File: src/rtl/uart_cmd_parser.sv
// UART command parser: turns received bytes into command pulses, hex-argument
// config registers (thresh/seed) and a one-deep 'K'/'?' ack byte.
module uart_cmd_parser #(
   parameter int               ARG_W        = 32,
   parameter logic [ARG_W-1:0] THRESH_RESET = ARG_W'(200000),
   parameter logic [ARG_W-1:0] SEED_RESET   = ARG_W'(1),
   parameter int               TIMEOUT_CYC  = 300000000
) (
   input  logic             clk,
   input  logic             reset,
   input  logic [7:0]       rx_data,
   input  logic             rx_valid,
   output logic             soft_reset,
   output logic             another,
   output logic [ARG_W-1:0] thresh,
   output logic             thresh_wr,
   output logic [ARG_W-1:0] seed,
   output logic             seed_wr,
   output logic             err,
   output logic             ack_valid,
   output logic [7:0]       ack_byte,
   input  logic             ack_ready,
   output logic [7:0]       last_cmd
);

   localparam int ND  = ARG_W / 4;
   localparam int NDW = $clog2(ND + 1);
   localparam int TW  = $clog2(TIMEOUT_CYC + 1);
   localparam logic [TW-1:0]  TIMER_LAST = TW'(TIMEOUT_CYC - 1);
   localparam logic [NDW-1:0] ND_MAX     = NDW'(ND);

   typedef enum logic [1:0] {IDLE, ARG_T, ARG_S} state_t;

   state_t           state_q, state_d;
   logic [ARG_W-1:0] acc_q, acc_d, thresh_q, thresh_d, seed_q, seed_d;
   logic [NDW-1:0]   ndig_q, ndig_d;
   logic [TW-1:0]    timer_q, timer_d;
   logic [7:0]       last_cmd_q, last_cmd_d, ack_byte_q, ack_byte_d;
   logic             ack_valid_q, ack_valid_d;
   logic             soft_reset_q, soft_reset_d, another_q, another_d;
   logic             thresh_wr_q, thresh_wr_d, seed_wr_q, seed_wr_d, err_q, err_d;

   logic       byte_v, is_hex, ack_new, fail;
   logic [3:0] nibble;
   logic [7:0] ack_chr;

   always_comb begin
      is_hex = 1'b1;
      nibble = 4'h0;
      if (rx_data >= "0" && rx_data <= "9")      nibble = 4'(rx_data - "0");
      else if (rx_data >= "a" && rx_data <= "f") nibble = 4'(rx_data - "a" + 8'd10);
      else if (rx_data >= "A" && rx_data <= "F") nibble = 4'(rx_data - "A" + 8'd10);
      else                                       is_hex = 1'b0;
   end

   // '\r' is invisible everywhere: it neither restarts the timer nor errors
   assign byte_v = rx_valid && (rx_data != 8'h0D);

   always_comb begin
      state_d      = state_q;
      acc_d        = acc_q;
      ndig_d       = ndig_q;
      timer_d      = timer_q;
      thresh_d     = thresh_q;
      seed_d       = seed_q;
      last_cmd_d   = last_cmd_q;
      soft_reset_d = 1'b0;
      another_d    = 1'b0;
      thresh_wr_d  = 1'b0;
      seed_wr_d    = 1'b0;
      ack_new      = 1'b0;
      ack_chr      = "K";
      fail         = 1'b0;
      case (state_q)
         IDLE: if (byte_v) begin
            case (rx_data)
               "r": begin soft_reset_d = 1'b1; ack_new = 1'b1; last_cmd_d = "r"; end
               "n": begin another_d = 1'b1; ack_new = 1'b1; last_cmd_d = "n"; end
               "t", "s": begin
                  state_d = (rx_data == "t") ? ARG_T : ARG_S;
                  acc_d   = '0;
                  ndig_d  = '0;
                  timer_d = '0;
               end
               8'h0A: ;
               default: fail = 1'b1;
            endcase
         end
         ARG_T, ARG_S: begin
            if (byte_v) begin
               timer_d = '0;
               if (is_hex) begin
                  if (ndig_q == ND_MAX) fail = 1'b1;
                  else begin
                     acc_d  = (acc_q << 4) | ARG_W'(nibble);
                     ndig_d = ndig_q + 1'b1;
                  end
               end else if (rx_data == 8'h0A && ndig_q != '0) begin
                  if (state_q == ARG_T) begin
                     thresh_d = acc_q; thresh_wr_d = 1'b1; last_cmd_d = "t";
                  end else begin
                     seed_d = acc_q; seed_wr_d = 1'b1; last_cmd_d = "s";
                  end
                  ack_new = 1'b1;
                  state_d = IDLE;
               end else begin
                  fail = 1'b1;
               end
            end else if (timer_q == TIMER_LAST) begin
               fail = 1'b1;
            end else begin
               timer_d = timer_q + 1'b1;
            end
         end
         default: state_d = IDLE;
      endcase
      if (fail) begin
         ack_new = 1'b1;
         ack_chr = "?";
         state_d = IDLE;
      end
      err_d = fail;
      // single-entry ack: a fresh ack always wins over a same-cycle drain
      ack_valid_d = ack_valid_q;
      ack_byte_d  = ack_byte_q;
      if (ack_new) begin
         ack_valid_d = 1'b1;
         ack_byte_d  = ack_chr;
      end else if (ack_ready && ack_valid_q) begin
         ack_valid_d = 1'b0;
      end
   end

   always_ff @(posedge clk) begin
      if (reset) begin
         state_q      <= IDLE;
         acc_q        <= '0;
         ndig_q       <= '0;
         timer_q      <= '0;
         thresh_q     <= THRESH_RESET;
         seed_q       <= SEED_RESET;
         last_cmd_q   <= '0;
         ack_valid_q  <= 1'b0;
         ack_byte_q   <= '0;
         soft_reset_q <= 1'b0;
         another_q    <= 1'b0;
         thresh_wr_q  <= 1'b0;
         seed_wr_q    <= 1'b0;
         err_q        <= 1'b0;
      end else begin
         state_q      <= state_d;
         acc_q        <= acc_d;
         ndig_q       <= ndig_d;
         timer_q      <= timer_d;
         thresh_q     <= thresh_d;
         seed_q       <= seed_d;
         last_cmd_q   <= last_cmd_d;
         ack_valid_q  <= ack_valid_d;
         ack_byte_q   <= ack_byte_d;
         soft_reset_q <= soft_reset_d;
         another_q    <= another_d;
         thresh_wr_q  <= thresh_wr_d;
         seed_wr_q    <= seed_wr_d;
         err_q        <= err_d;
      end
   end

   assign soft_reset = soft_reset_q;
   assign another    = another_q;
   assign thresh     = thresh_q;
   assign thresh_wr  = thresh_wr_q;
   assign seed       = seed_q;
   assign seed_wr    = seed_wr_q;
   assign err        = err_q;
   assign ack_valid  = ack_valid_q;
   assign ack_byte   = ack_byte_q;
   assign last_cmd   = last_cmd_q;

endmodule

File: config.mk
export PLATFORM = sky130hd
export DESIGN_NAME = uart_cmd_parser
export DESIGN_NICKNAME = d
export VERILOG_FILES = /design/src/rtl/uart_cmd_parser.sv
export SDC_FILE = /design/constraint.sdc
export NUM_CORES = 1
export LEC_CHECK = 0
export ABC_AREA = 1
export CAP_MARGIN = 20
export CORE_UTILIZATION = 57
export CTS_BUF_LIST = sky130_fd_sc_hd__clkbuf_4 sky130_fd_sc_hd__clkbuf_8
export DETAILED_ROUTE_END_ITERATION = 6
export GPL_TIMING_DRIVEN = 0
export PLACE_DENSITY_LB_ADDON = 0.25
export SETUP_SLACK_MARGIN = 0.5
export SLEW_MARGIN = 20
export SYNTH_ARGS = -nofsm -noshare
export SYNTH_HDL_FRONTEND = slang
export SYNTH_SLANG_ARGS = --single-unit
File: constraint.sdc
create_clock -name clk -period 2.6 [get_ports clk]
set_input_delay 0.78 -clock clk [delete_from_list [all_inputs] [get_ports clk]]
set_output_delay 0.78 -clock clk [all_outputs]
set_load 0.005 [all_outputs]
Yosys cells after proc, flatten, opt, wreduce, memory -nomap -nowiden
Cells that the tools add are included.
{ "op_classes": {"addsub": 7, "mul": 0, "div": 0, "order_cmp": 6, "n_eq_ne": 19, "shift": 0, "muxes": 59, "n_bitwise": 7, "n_reduce_logical": 23} }
{ "op_table": {"columns": ["op", "n"], "rows": [
  ["32-bit two-way mux", 5],
  ["29-bit two-way mux", 4],
  ["32-bit one-hot mux with 2 select lines", 1],
  ["29-bit one-hot mux with 2 select lines", 1],
  ["8-bit by 7-bit == test with 1-bit output, second input constant", 4],
  ["4-bit two-way mux", 8],
  ["8-bit two-way mux", 4],
  ["32-bit by 4-bit OR with 32-bit output", 1],
  ["8-bit one-hot mux with 2 select lines", 2],
  ["29-bit by 1-bit adder with 29-bit output, second input constant", 1],
  ["29-bit == test, second input constant", 1],
  ["1-bit two-way mux", 22],
  ["8-bit by 7-bit >= comparator with 1-bit output, second input constant", 2],
  ["8-bit by 7-bit less-or-equal comparator with 1-bit output, second input constant", 2],
  ["5-bit AND reduction", 3],
  ["2-bit two-way mux", 6],
  ["2-bit != test, second input constant", 6],
  ["6-bit AND reduction", 2],
  ["4-bit by 1-bit subtractor with 4-bit output, second input constant", 3],
  ["5-bit OR reduction", 2],
  ["4-bit adder, second input constant", 2],
  ["8-bit by 4-bit == test with 1-bit output, second input constant", 1],
  ["8-bit by 6-bit >= comparator with 1-bit output, second input constant", 1],
  ["8-bit by 6-bit less-or-equal comparator with 1-bit output, second input constant", 1],
  ["other kinds (21)", 36]
]} }
{ "word_totals": {"regBits": 153, "latchBits": 0, "ram_bits": 0, "mem_bits_ro": 0, "in_bits": 12, "out_inout_bits": 86, "elab_cells": 135, "memories": 0} }

Depth between registers and ports, before layout
Gate-level depths: netlist (run 1).
{ "logic_depth": {"depth_word": 10, "depth_mapped": 15, "mapped_depth_nobuf": 14} }

Least setup slack after synthesis (run 1)
OpenSTA, ideal clock, no wires.
{ "synth_path": {"kind": "input-to-reg", "startpoint": "input port rx_data[1]", "endpoint": "register acc_q[0]", "setup_ns": 0.116, "arrival_time_ns": 2.049, "required_time_ns": 2.484, "setup_slack_ns": 0.435, "stages": 14, "path_buffers": 2, "cell_sequence": "inv_1 > ha_1 > inv_1 > nor2_2 > nand2_2 > nand2_4 > inv_4 > nand2_2 > nor2_4 > nand2_2 > buf_6 > buf_6 > o21ai_0 > nor2_1"} }
{ "synth_between": {"elab_chain_cells": 10, "elab_cells_between_ends": 30, "cone_classes": "order compare (6); eq/ne (7); mux (10); bitwise (1); reduce/logical (6)"} }
{ "synth_rtl": {"columns": ["item", "line", "source"], "rows": [
  ["from (decl)", "11", "input logic [7:0] rx_data,"],
  ["8-bit by 7-bit >= comparator with 1-bit output or 8-bit by 7-bit less-or-equal comparator with 1-bit output (tied branches)", "52", "else if (rx_data >= \"A\" && rx_data <= \"F\") nibble = 4'(rx_data - \"A\" + 8'd10);"],
  ["1-bit logical AND", "52", null],
  ["4-bit two-way mux", "52", null],
  ["4-bit two-way mux", "51", "else if (rx_data >= \"a\" && rx_data <= \"f\") nibble = 4'(rx_data - \"a\" + 8'd10);"],
  ["4-bit two-way mux", "50", "if (rx_data >= \"0\" && rx_data <= \"9\") nibble = 4'(rx_data - \"0\");"],
  ["32-bit by 4-bit OR with 32-bit output", "95", "acc_d = (acc_q << 4) | ARG_W'(nibble);"],
  ["32-bit two-way mux", "93", "if (ndig_q == ND_MAX) fail = 1'b1;"],
  ["32-bit two-way mux", "92", "if (is_hex) begin"],
  ["32-bit two-way mux", "90", "if (byte_v) begin"],
  ["32-bit one-hot mux with 2 select lines", "74", "case (state_q)"],
  ["to (signal assigned)", "137", "acc_q <= '0;"],
  ["to (signal assigned)", "152", "acc_q <= acc_d;"],
  ["to (decl)", "35", "logic [ARG_W-1:0] acc_q, acc_d, thresh_q, thresh_d, seed_q, seed_d;"]
]} }
Several ways; a longest one is shown, not always the timed one. The select of a mux whose other input is x is not followed.
A chain may end at the register's enable or synchronous reset.

Final worst setup path (run 1)
{ "layout_path": {"startpoint": "input port rx_data[4]", "endpoint": "register acc_q[22]"} }
{ "layout_between": {"elab_chain_cells": 7, "elab_cells_between_ends": 22, "cone_classes": "order compare (6); eq/ne (7); mux (3); reduce/logical (6)"} }
{ "layout_rtl": {"columns": ["item", "line"], "rows": [
  ["8-bit by 7-bit >= comparator with 1-bit output or 8-bit by 7-bit less-or-equal comparator with 1-bit output (tied branches)", "52"],
  ["1-bit logical AND", "52"],
  ["1-bit two-way mux", "52"],
  ["1-bit two-way mux", "51"],
  ["1-bit two-way mux", "50"],
  ["2-bit != test (no line)", null],
  ["6-bit AND reduction (no line) (*)", null]
]} }
Mark *: on every way between the ends. The rest lies on a longest branch, timed or not.

==> reports/qor.csv, run 1 <==
metric,value,unit
status,"complete, but fails checks",
failing checks,design-rule violations,
clock share of power,42.2,%
share of cells above drive strength 1,23.1,%
Num CTS Buffers,17,
via/cell ratio,5.48,
Clock Sinks,146,
Peak VDD IR,0.000257,V
fin nets,1169,
DP Area,0.00797,mm²
router iterations before antenna repair,7,
startpoint types,primary input,
capturing element type of the critical path,flop,
Final Max Tran Viols,0,
"Hold Vio Cnt, Final",0,
cell area after layout,0.00921,mm²
Gate power share,6.5,%
unrepaired setup endpoints after global routing,yes,
global-route wire length before repair,30700,µm
clock buffer depth,2,
Power Density,478,mW/mm²
starting density of the core,59.1,%
initial antenna violation count,0,
worst-margin pin slew,0.856,ns
WL/cell,15.6,µm
Area contributors post-synth,"dfxtp_1 43%, nor2_1 15%, nand2_1 9.6%, o21ai_0 6.8%, nand3_1 4.2%",
HPWL after DPL,12600,µm
count of final setup violators,0,
DR DRC count,10,
P_int,3.28,mW
number of inserted diodes,0,
GR Util All Layers,31.4,%
DIE AREA,0.0124,mm²
share of the synthesized area in the top cell type,42.7,%
count of cell types in the netlist,35,
final core utilization,79.6,%
final setup margin,0.479,ns
worst-path fanout max,10,
# IOs,98,
Skew-Pair Late Insertion Delay,0.47,ns
Setup CP Type,in2reg,
cell chosen for the clock root,clkbuf_8,
LEAKAGE,4.24,nW
# rows,39,
gr ovfl total,0,
P_sw,1.13,mW
final period utilization,81.6,%
worst slack at placement,-0.474,ns
mean area per synthesized cell,6.90,µm²
sequential area share after synthesis,42.7,%
Max Fclk,471,MHz
WHS,0.452,ns
htree depth,4,
switch share,25.6,%
max_slew headroom,42.9,%
Vias,7133,
Critical Path AT,2.49,ns
filler instances,799,
Tot Pwr,4.40,mW
Clock Skews,0.0106,ns
"Reg clk slew, reported paths",0.09,ns
chip width,112,µm
TritonCTS clock tree,built,
IO Port Bufs,94,
CP required,2.97,ns
gpl congestion,0.932,
Synth Register Bits,146,
Die H,112,µm
"commonest non-fill, non-tap cell in the layout",nor2_1,
Gate Count Post-Synth,991,
Flop pwr share,51.3,%
vias in the first global route,6360,
total routed wirelength,20300,µm
Mapped Area,0.00684,mm²
highest-count cells in the layout ignoring fill and taps,"272 x nor2_1, 168 x nand2_1, 80 x dfxtp_1, 70 x o21ai_0, 66 x dfxtp_2",
Hold Path Class,reg2reg,
minimum clock period,2.12,ns
remaining antenna violation count,0,
MaxCap Viol Count,0,
largest net degree at the start of global routing,17,
Synth area leader,dfxtp_1,
area grow syn2layout,34.6,%
YS warnings,0,
core region area,0.0116,mm²
Starting DRT DRC Count,666,
[worst paths after layout]
| path | start | end | slack [ns] | cells after the start |
|---|---|---|---|---|
| worst max-delay path | rx_data[4] | acc_q[22] | 0.48 | 11 |
| worst min-delay path | ack_byte[6] | ack_byte[6] | 0.45 | 2 |
| worst max register to register | state_q[0] | acc_q[22] | 0.60 | 11 |
| worst min register to register | ack_byte[6] | ack_byte[6] | 0.45 | 2 |
[sequential cells by signal (all words and copies together), names as in the netlist]
name and flops:
timer_q 29, state_q 2, ack_valid 1, ndig_q 4, soft_reset 1, ack_byte 3
seed 32, seed_wr 1, err 1, thresh 32, another 1, thresh_wr 1
acc_q 32, last_cmd 6
[cell families (layout without fill, tap and decap cells)]
| kind of cell | count (synthesis) | after routing | synth area share, % |
|---|---|---|---|
| fa+ha+maj | 12 | 12 | 2.20 |
| buf+inv | 114 | 278 | 8.12 |
| other cells | 1 | 2 | 0.0548 |
| simple gates | 562 | 564 | 34.4 |
| compound gates | 152 | 152 | 12.0 |
| xor+xnor | 4 | 4 | 0.512 |
| flops | 146 | 146 | 42.7 |
[repair_timing]
item	in CTS	in global routing
hold buffers	0	0
cloned	9	0
pin swaps	10	10
setup endpoints to repair	170	205
gates resized for setup	124	142
setup buffers	20	11
[synth_stat cells]
master	n
and2_1	1
xor2_1	4
inv_2	4
nor3_1	4
dfxtp_1	146
nand3_1	58
nor2_1	280
buf_12	1
a21oi_1	33
a21oi_2	11
o21ai_1	8
o21ai_0	93
nand2_2	17
inv_4	1
ha_1	12
o21bai_1	1
nand3_2	2
o21a_1	1
nor2_4	4
clkbuf_1	21
nand3b_1	1
buf_6	6
nand3b_2	1
nor2_8	1
conb_1	1
nor2_2	4
nor4_1	2
inv_1	58
buf_4	14
or2_2	7
nand2_1	175
nand4_1	4
a21o_1	5
buf_2	9
nand2_4	1
[critical path, cell delays in order]
cell and delay, ns:
dlygate4sd2_1 0.27, nand2_1 0.13, nor2_1 0.18, nand3_2 0.16
nand2_2 0.13, nand2_1 0.10, nand2_1 0.12, nand2_4 0.07
clkbuf_2 0.20, o21ai_0 0.27, nor2_1 0.06
[power by group through the flow]
stage / registers [mW] / logic [mW] / clock network [mW]
after floorplan: 2.31 / 0.148 / 0
after global placement: 2.31 / 0.231 / 0
after detailed placement: 2.31 / 0.236 / 0
after CTS: 2.26 / 0.257 / 1.85
after global routing: 2.26 / 0.309 / 1.97
final: 2.26 / 0.285 / 1.86
[final cells by class]
class                      instances  area (µm²)  area share [%]
multi-input combinational        734        3570            38.7
sequential                       146        3010            32.6
timing repair buffer             132        1330            14.4
buffer                            51         458            4.97
inverter                          63         264            2.87
clock buffer                      19         262            2.84
tap                              143         179            1.94
clock inverter                    13         148            1.60
[stage by stage]
stage / std cells / TNS, ns
final: 1301 / 0
after global routing: 1301 / 0
after CTS: 1290 / 0
after detailed placement: 1229 / -47.98
after global placement: 1229 / -43.26
after floorplan: 992 / 0
[routing by layer]
layer / part of all wire [%] / track usage (%)
met1: 40 / 36.8
met2: 48 / 54.6
met3: 7.2 / 6.04
met4: 4.4 / 15.9
met5: 0 / 0
(Power assumes the default switching activity.)
==> inputs of run 2 (changes only) <==
- clock period: 2.6 -> 2.1 ns (I/O delays scaled with it)
==> reports/qor.csv, run 2 <==
metric,value,unit,change
mean area per synthesized cell,6.90,µm²,unchanged
failing step,global routing,,
Gate Count Post-Synth,991,,unchanged
largest net degree at the start of global routing,17,,
GR Util All Layers,90.5,%,
Area contributors post-synth,"dfxtp_1 43%, nor2_1 15%, nand2_1 9.6%, o21ai_0 6.8%, nand3_1 4.2%",,
starting density of the core,59.1,%,unchanged
last worst endpoint in the global-route repair_timing,acc_q[15]$_SDFFE_PP0P_/D,,
share of the synthesized area in the top cell type,42.7,%,unchanged
chip width,112,µm,unchanged
IO Port Bufs,94,,unchanged
cell chosen for the clock root,clkbuf_8,,
status,did not finish,,
Synth Register Bits,146,,unchanged
"Async S/R FF share, synth",0,%,unchanged
gr ovfl total,650,,
htree depth,4,,unchanged
"Top FF cell, synth",dfxtp_1,,
most frequent cell after synthesis,nor2_1,,
Synth area leader,dfxtp_1,,
# rows,39,,unchanged
HPWL after DPL,13200,µm,+5.1%
Worst EP kind,sequential cell input,,
Num CTS Buffers,17,,unchanged
Synth top cells by count,"280 x nor2_1, 175 x nand2_1, 146 x dfxtp_1, 93 x o21ai_0",,
Clock Sinks,146,,unchanged
worst slack at placement,-0.901,ns,-0.427 ns
# IOs,98,,unchanged
clock buffer depth,2,,unchanged
"EDFF count, synth",0,,unchanged
error msg,[ERROR GRT-0232] Routing congestion too high. Check the congestion heatmap in the GUI.,,
count of cell types in the netlist,35,,unchanged
YS warnings,0,,unchanged
gpl congestion,0.927,,-0.44%
sequential area share after synthesis,42.7,%,unchanged
Die H,112,µm,unchanged
Mapped Area,0.00684,mm²,unchanged
[run 2: cell families after synthesis]
logic type	synth area share [%]
fa+ha+maj	2.20
other cells	0.0548
xor+xnor	0.512
compound gates	12.0
simple gates	34.4
buf+inv	8.12
flops	42.7
[run 2: timing repair]
| item | CTS |
|---|---|
| endpoints found under the setup margin | 230 |
| gates cloned | 18 |
| hold buffers | 0 |
| pin swaps | 62 |
| buffers inserted | 75 |
| gates resized for setup | 414 |
[run 2: layer usage]
metal,track usage (%),overflow
met1,84.1,2
met2,117,468
met3,69.1,13
met4,104,167
met5,8.24,0
[run 2: stage by stage]
| step | area, µm² | cells |
|---|---|---|
| floorplan | 7120 | 992 |
| CTS | 10300 | 1354 |
| detailed placement | 8240 | 1229 |
| global placement | 8240 | 1229 |
==> inputs of run 3 (changes only) <==
- CORE_UTILIZATION: 57 -> 40
- CTS_BUF_LIST: sky130_fd_sc_hd__clkbuf_4 sky130_fd_sc_hd__clkbuf_8 -> unset
- PLACE_DENSITY_LB_ADDON: 0.25 -> 0.15
- SETUP_SLACK_MARGIN: 0.5 -> unset
==> reports/qor.csv, run 3 (synthesis gave the netlist of run 1 again) <==
metric,value,unit,change
status,finished clean,,
cell chosen for the clock root,clkbuf_16,,
CP required,1.47,ns,
Non-Filler Instances,1359,,
Power Density,679,mW/mm²,
TritonCTS clock tree,built,,
gr ovfl total,0,,
Hold Path Class,reg2reg,,
fin nets,1150,,
initial antenna violation count,0,,
WHS Endpoint,ack_byte[6],,
Worst path slowest cell,clkdlybuf4s50_1,,
reg2reg setup slack,0.11,ns,
share of cells above drive strength 1,15.4,%,
HPWL after DPL,13600,µm,+3.1%
worst-path fanout max,4,,
setup_tns,0,ns,
highest-count cells in the layout ignoring fill and taps,"275 x nor2_1, 168 x nand2_1, 141 x dfxtp_1, 86 x clkdlybuf4s50_1, 72 x o21ai_0",,
crit path cell chain,buf_4 -> clkdlybuf4s50_1,,
Starting DRT DRC Count,371,,
Hold Path Origin,ack_byte[6],,
# rows,47,,+21%
GR Util All Layers,22.0,%,
starting density of the core,41.1,%,-18 points
Vias,6557,,
Critical Path AT,1.40,ns,
total routed wirelength,19300,µm,
Setup CP Type,reg2out,,
core region area,0.0166,mm²,
gpl congestion,0.907,,-2.2%
worst reg2reg endpoint,timer_q[16],,
IO Port Bufs,94,,unchanged
filler instances,1651,,
"commonest non-fill, non-tap cell in the layout",nor2_1,,
Final Max Tran Viols,0,,
capturing element type of the critical path,output port,,
"Reg clk slew, reported paths",0.06,ns,
number of inserted diodes,0,,
Clock Sinks,146,,unchanged
clock buffer depth,2,,unchanged
Num CTS Buffers,17,,unchanged
crit path launch,ack_byte[5],,
Max Fclk,491,MHz,
worst-margin pin slew,0.807,ns,
WHS Path Cells,2,,
CTS Hold Bufs,0,,unchanged
count of final setup violators,0,,
CP max stage delay,0.48,ns,
placed cell count,1306,,+6.3%
chip width,133,µm,+19%
WL/cell,14.2,µm,
Clock Skews,0.00602,ns,
LEAKAGE,3.49,nW,
# IOs,98,,unchanged
vias in the first global route,6031,,
global-route wire length before repair,30600,µm,
Peak VDD IR,0.000572,V,
startpoint types,flop,,
htree depth,4,,unchanged
Skew-Pair Late Insertion Delay,0.42,ns,
remaining antenna violation count,0,,
final period utilization,96.9,%,
router iterations before antenna repair,5,,
via/cell ratio,4.82,,
DR DRC count,0,,
worst r2r path cells,11,,
reg-to-reg startpoint,state_q[0],,
minimum clock period,2.03,ns,
MaxCap Viol Count,0,,
area grow syn2layout,33.2,%,
DIE AREA,0.0176,mm²,
Tot Pwr,6.18,mW,
max_slew headroom,46.2,%,
"Hold Vio Cnt, Final",0,,
largest net degree at the start of global routing,17,,
Die H,133,µm,+19%
==> run 3: critical path: cells and delay by family (launching register included) <==
kind / cells / cell delay (ns)
buf+inv: 2 / 0.60
flops: 1 / 0.38
==> run 3: repair_timing <==
action                                 in CTS  in global routing
setup endpoints to repair                 146                135
pin swaps                                   6                 12
resized for setup                          57                 65
endpoints found under the hold margin       0                  0
cloned                                      0                  5
setup buffers                               6                 10
==> run 3: metrics by stage <==
| stage | hold slack, ns | cell area, µm² | worst slack (ns) | utilization (%) |
|---|---|---|---|---|
| 2_1_floorplan | 0.441 | 6840 | 0.0851 | - |
| 3_3_place_gp | 0.438 | 8060 | -0.875 | 48.4 |
| 3_5_place_dp | 0.442 | 8060 | -0.896 | 48.4 |
| 4_1_cts | 0.454 | 8830 | 0.00609 | 53.1 |
| 5_1_grt | 0.488 | 9110 | -0.0254 | 54.7 |
| 6_report | 0.454 | 9110 | 0.0651 | 54.7 |
==> run 3: report_power, final <==
group / internal [mW] / switching (mW)
sequential: 2.79 / 0.0161
clock: 1.78 / 1.28
combinational: 0.127 / 0.190
==> run 3: cell type report <==
type,count,area [µm²],area share [%]
multi-input combinational,733,3490,38.3
sequential,146,2930,32.2
timing repair buffer,114,1130,12.4
clock buffer,21,480,5.28
buffer,51,420,4.62
tap,220,275,3.02
inverter,63,259,2.84
clock inverter,11,116,1.28
==> run 3: worst max-delay path by stage <==
stage	depth (start not counted)	slack (ns)	to
final	2	0.07	ack_byte[5]
after global routing	12	-0.03	timer_q[8]
after CTS	13	0.006	acc_q[4]
after detailed placement	12	-0.90	seed[30]
after global placement	12	-0.87	seed[25]
after floorplan	14	0.09	acc_q[0]
==> run 3: metal layers <==
layer	track usage, %	vias to the layer above	wire [µm]
met5	0	-	0
met4	7.66	0	295
met3	4.75	19	830
met2	35.6	154	9150
met1	29.0	2976	9010
li1	-	3408	-
==> inputs of run 4 (changes only) <==
- GPL_TIMING_DRIVEN: 0 -> unset
==> reports/qor.csv, run 4 (synthesis gave the netlist of run 1 again) <==
metric,value,unit,change
status,finished clean,,
CTS Hold Bufs,0,,unchanged
Non-Filler Instances,1366,,+0.52%
cell area after layout,0.00924,mm²,+1.5%
count of final setup violators,0,,unchanged
total routed wirelength,17900,µm,-7.1%
# rows,47,,unchanged
metal3 WL,570,µm,-31%
highest-count cells in the layout ignoring fill and taps,"277 x nor2_1, 172 x nand2_1, 146 x dfxtp_1, 86 x clkdlybuf4s50_1, 83 x o21ai_0",,
HPWL after DPL,12600,µm,-7.7%
minimum clock period,1.98,ns,-0.0533 ns
gr ovfl total,0,,unchanged
DP Area,0.00839,mm²,+4.1%
worst r2r path cells,9,,-2
Starting DRT DRC Count,379,,+2.2%
Top delay family on crit path,buffers and inverters,,
"commonest non-fill, non-tap cell in the layout",nor2_1,,
DIE AREA,0.0176,mm²,unchanged
global-route wire length before repair,29900,µm,-2.3%
initial antenna violation count,0,,unchanged
placed cell count,1326,,+1.5%
starting density of the core,41.1,%,unchanged
WHS Path Cells,2,,unchanged
GR Util All Layers,21.1,%,-0.89 points
reg2reg setup slack,0.17,ns,+0.06 ns
Peak VDD IR,0.000576,V,+0.72%
chip width,133,µm,unchanged
Die H,133,µm,unchanged
via/cell ratio,4.71,,-2.4%
Hold Path Origin,ack_byte[6],,
htree depth,4,,unchanged
IO Port Bufs,95,,+1.1%
Power Density,686,mW/mm²,+1.0%
clock buffer depth,2,,unchanged
vias in the first global route,6024,,-0.12%
# IOs,98,,unchanged
LEAKAGE,3.61,nW,+3.5%
share of cells above drive strength 1,15.5,%,+0.17 points
setup_tns,0,ns,unchanged
WHS,0.470,ns,+0.0161 ns
Num CTS Buffers,17,,unchanged
final period utilization,94.4,%,-2.5 points
reg-to-reg startpoint,state_q[1],,
Gate power share,5.4,%,+0.3 points
CP max stage delay,0.27,ns,-0.21 ns
largest net degree at the start of global routing,75,,+58
Flop pwr share,44.2,%,-1.1 points
core region area,0.0166,mm²,unchanged
worst reg2reg endpoint,acc_q[30],,
area grow syn2layout,35.1,%,
Max Fclk,505,MHz,+2.7%
DR DRC count,0,,unchanged
"Hold Vio Cnt, Final",0,,unchanged
CP dominant cell by count,nor2_4,,
WL/cell,13.1,µm,-7.6%
startpoint types,primary input,,
switch share,22.3,%,-1.7 points
fin nets,1157,,+0.61%
WHS Endpoint,ack_byte[6],,
P_int,4.92,mW,+4.8%
capturing element type of the critical path,flop,,
CP required,2.46,ns,+0.99 ns
Hold Path Class,reg2reg,,
clock share of power,50.4,%,+0.9 points
Clock Skews,0.00939,ns,+0.00337 ns
DRT met1 WL,8760,µm,-2.8%
Setup CP Type,in2reg,,
filler instances,1643,,-0.48%
met2 WL,8400,µm,-8.2%
router iterations before antenna repair,5,,unchanged
P_sw,1.41,mW,-4.6%
gpl congestion,0.886,,-2.3%
max layer used,met4,,
Final Max Tran Viols,0,,unchanged
number of inserted diodes,0,,unchanged
Vias,6431,,-1.9%
remaining antenna violation count,0,,unchanged
cell chosen for the clock root,clkbuf_16,,
Worst path slowest cell,dlygate4sd2_1,,
"Buf+Inv Stages, Crit Path",4,,+2
Clock Sinks,146,,unchanged
MaxCap Viol Count,0,,unchanged
Critical Path AT,2.34,ns,+0.94 ns
TritonCTS clock tree,built,,
worst-path fanout max,15,,+11
"Reg clk slew, reported paths",0.06,ns,about the same
Skew-Pair Late Insertion Delay,0.42,ns,about the same
crit path cell chain,dlygate4sd2_1 -> buf_4 -> ha_1 -> nand3_1 -> nand2_2 -> nor2_4 -> nor2_4 -> a21oi_4 -> buf_6 -> buf_16 -> o21ai_0 -> nor2_1,,
[run 4: stage by stage]
step	utilization, %	worst slack, ns	total power [mW]
3_5_place_dp	50.4	-0.619	3.17
5_1_grt	55.5	-0.0152	6.57
2_1_floorplan	-	0.0851	3.04
4_1_cts	55.1	0.0219	6.38
6_report	55.5	0.118	6.34
3_3_place_gp	50.4	-0.581	3.17
[run 4: how the worst max path moves through the flow]
stage	cells after the start	from	end
final	12	rx_data[0]	acc_q[30]
after global routing	15	rx_data[0]	timer_q[8]
after CTS	11	state_q[1]	acc_q[16]
after global placement	11	rx_data[0]	thresh[29]
after floorplan	14	rx_data[1]	acc_q[0]
after detailed placement	11	rx_data[0]	thresh[29]
[run 4: repair_timing]
action	CTS	global route
buffers inserted	5	1
gates resized for setup	25	27
gates cloned	2	0
endpoints found under the setup margin	141	83
pin swaps	4	11
[run 4: area by class of cell]
| type | instances | area (µm²) | area share, % |
|---|---|---|---|
| Sequential cell | 146 | 2920 | 31.6 |
| Tap cell | 220 | 275 | 2.98 |
| Clock buffer | 22 | 474 | 5.13 |
| Multi-Input combinational cell | 732 | 3460 | 37.5 |
| Timing Repair Buffer | 173 | 1720 | 18.6 |
| Inverter | 63 | 241 | 2.61 |
| Clock inverter | 10 | 149 | 1.61 |
[run 4: tightest hold or removal path: stages (launching register included)]
cell,delay (ns)
dfxtp_1,0.32
inv_1,0.05
a21oi_1,0.05
[run 4: layer usage]
metal	vias to the layer above	track usage (%)
met3	12	3.26
met2	117	35.2
met5	-	0
li1	3414	-
met4	0	6.13
met1	2888	28.2
[run 4: power groups by stage]
stage | sequential [mW] | clock, mW | combinational (mW)
6_report | 2.80 | 3.19 | 0.342
5_1_grt | 2.80 | 3.39 | 0.380
4_1_cts | 2.80 | 3.24 | 0.340
3_5_place_dp | 2.86 | 0 | 0.309
3_3_place_gp | 2.86 | 0 | 0.308
2_1_floorplan | 2.86 | 0 | 0.182
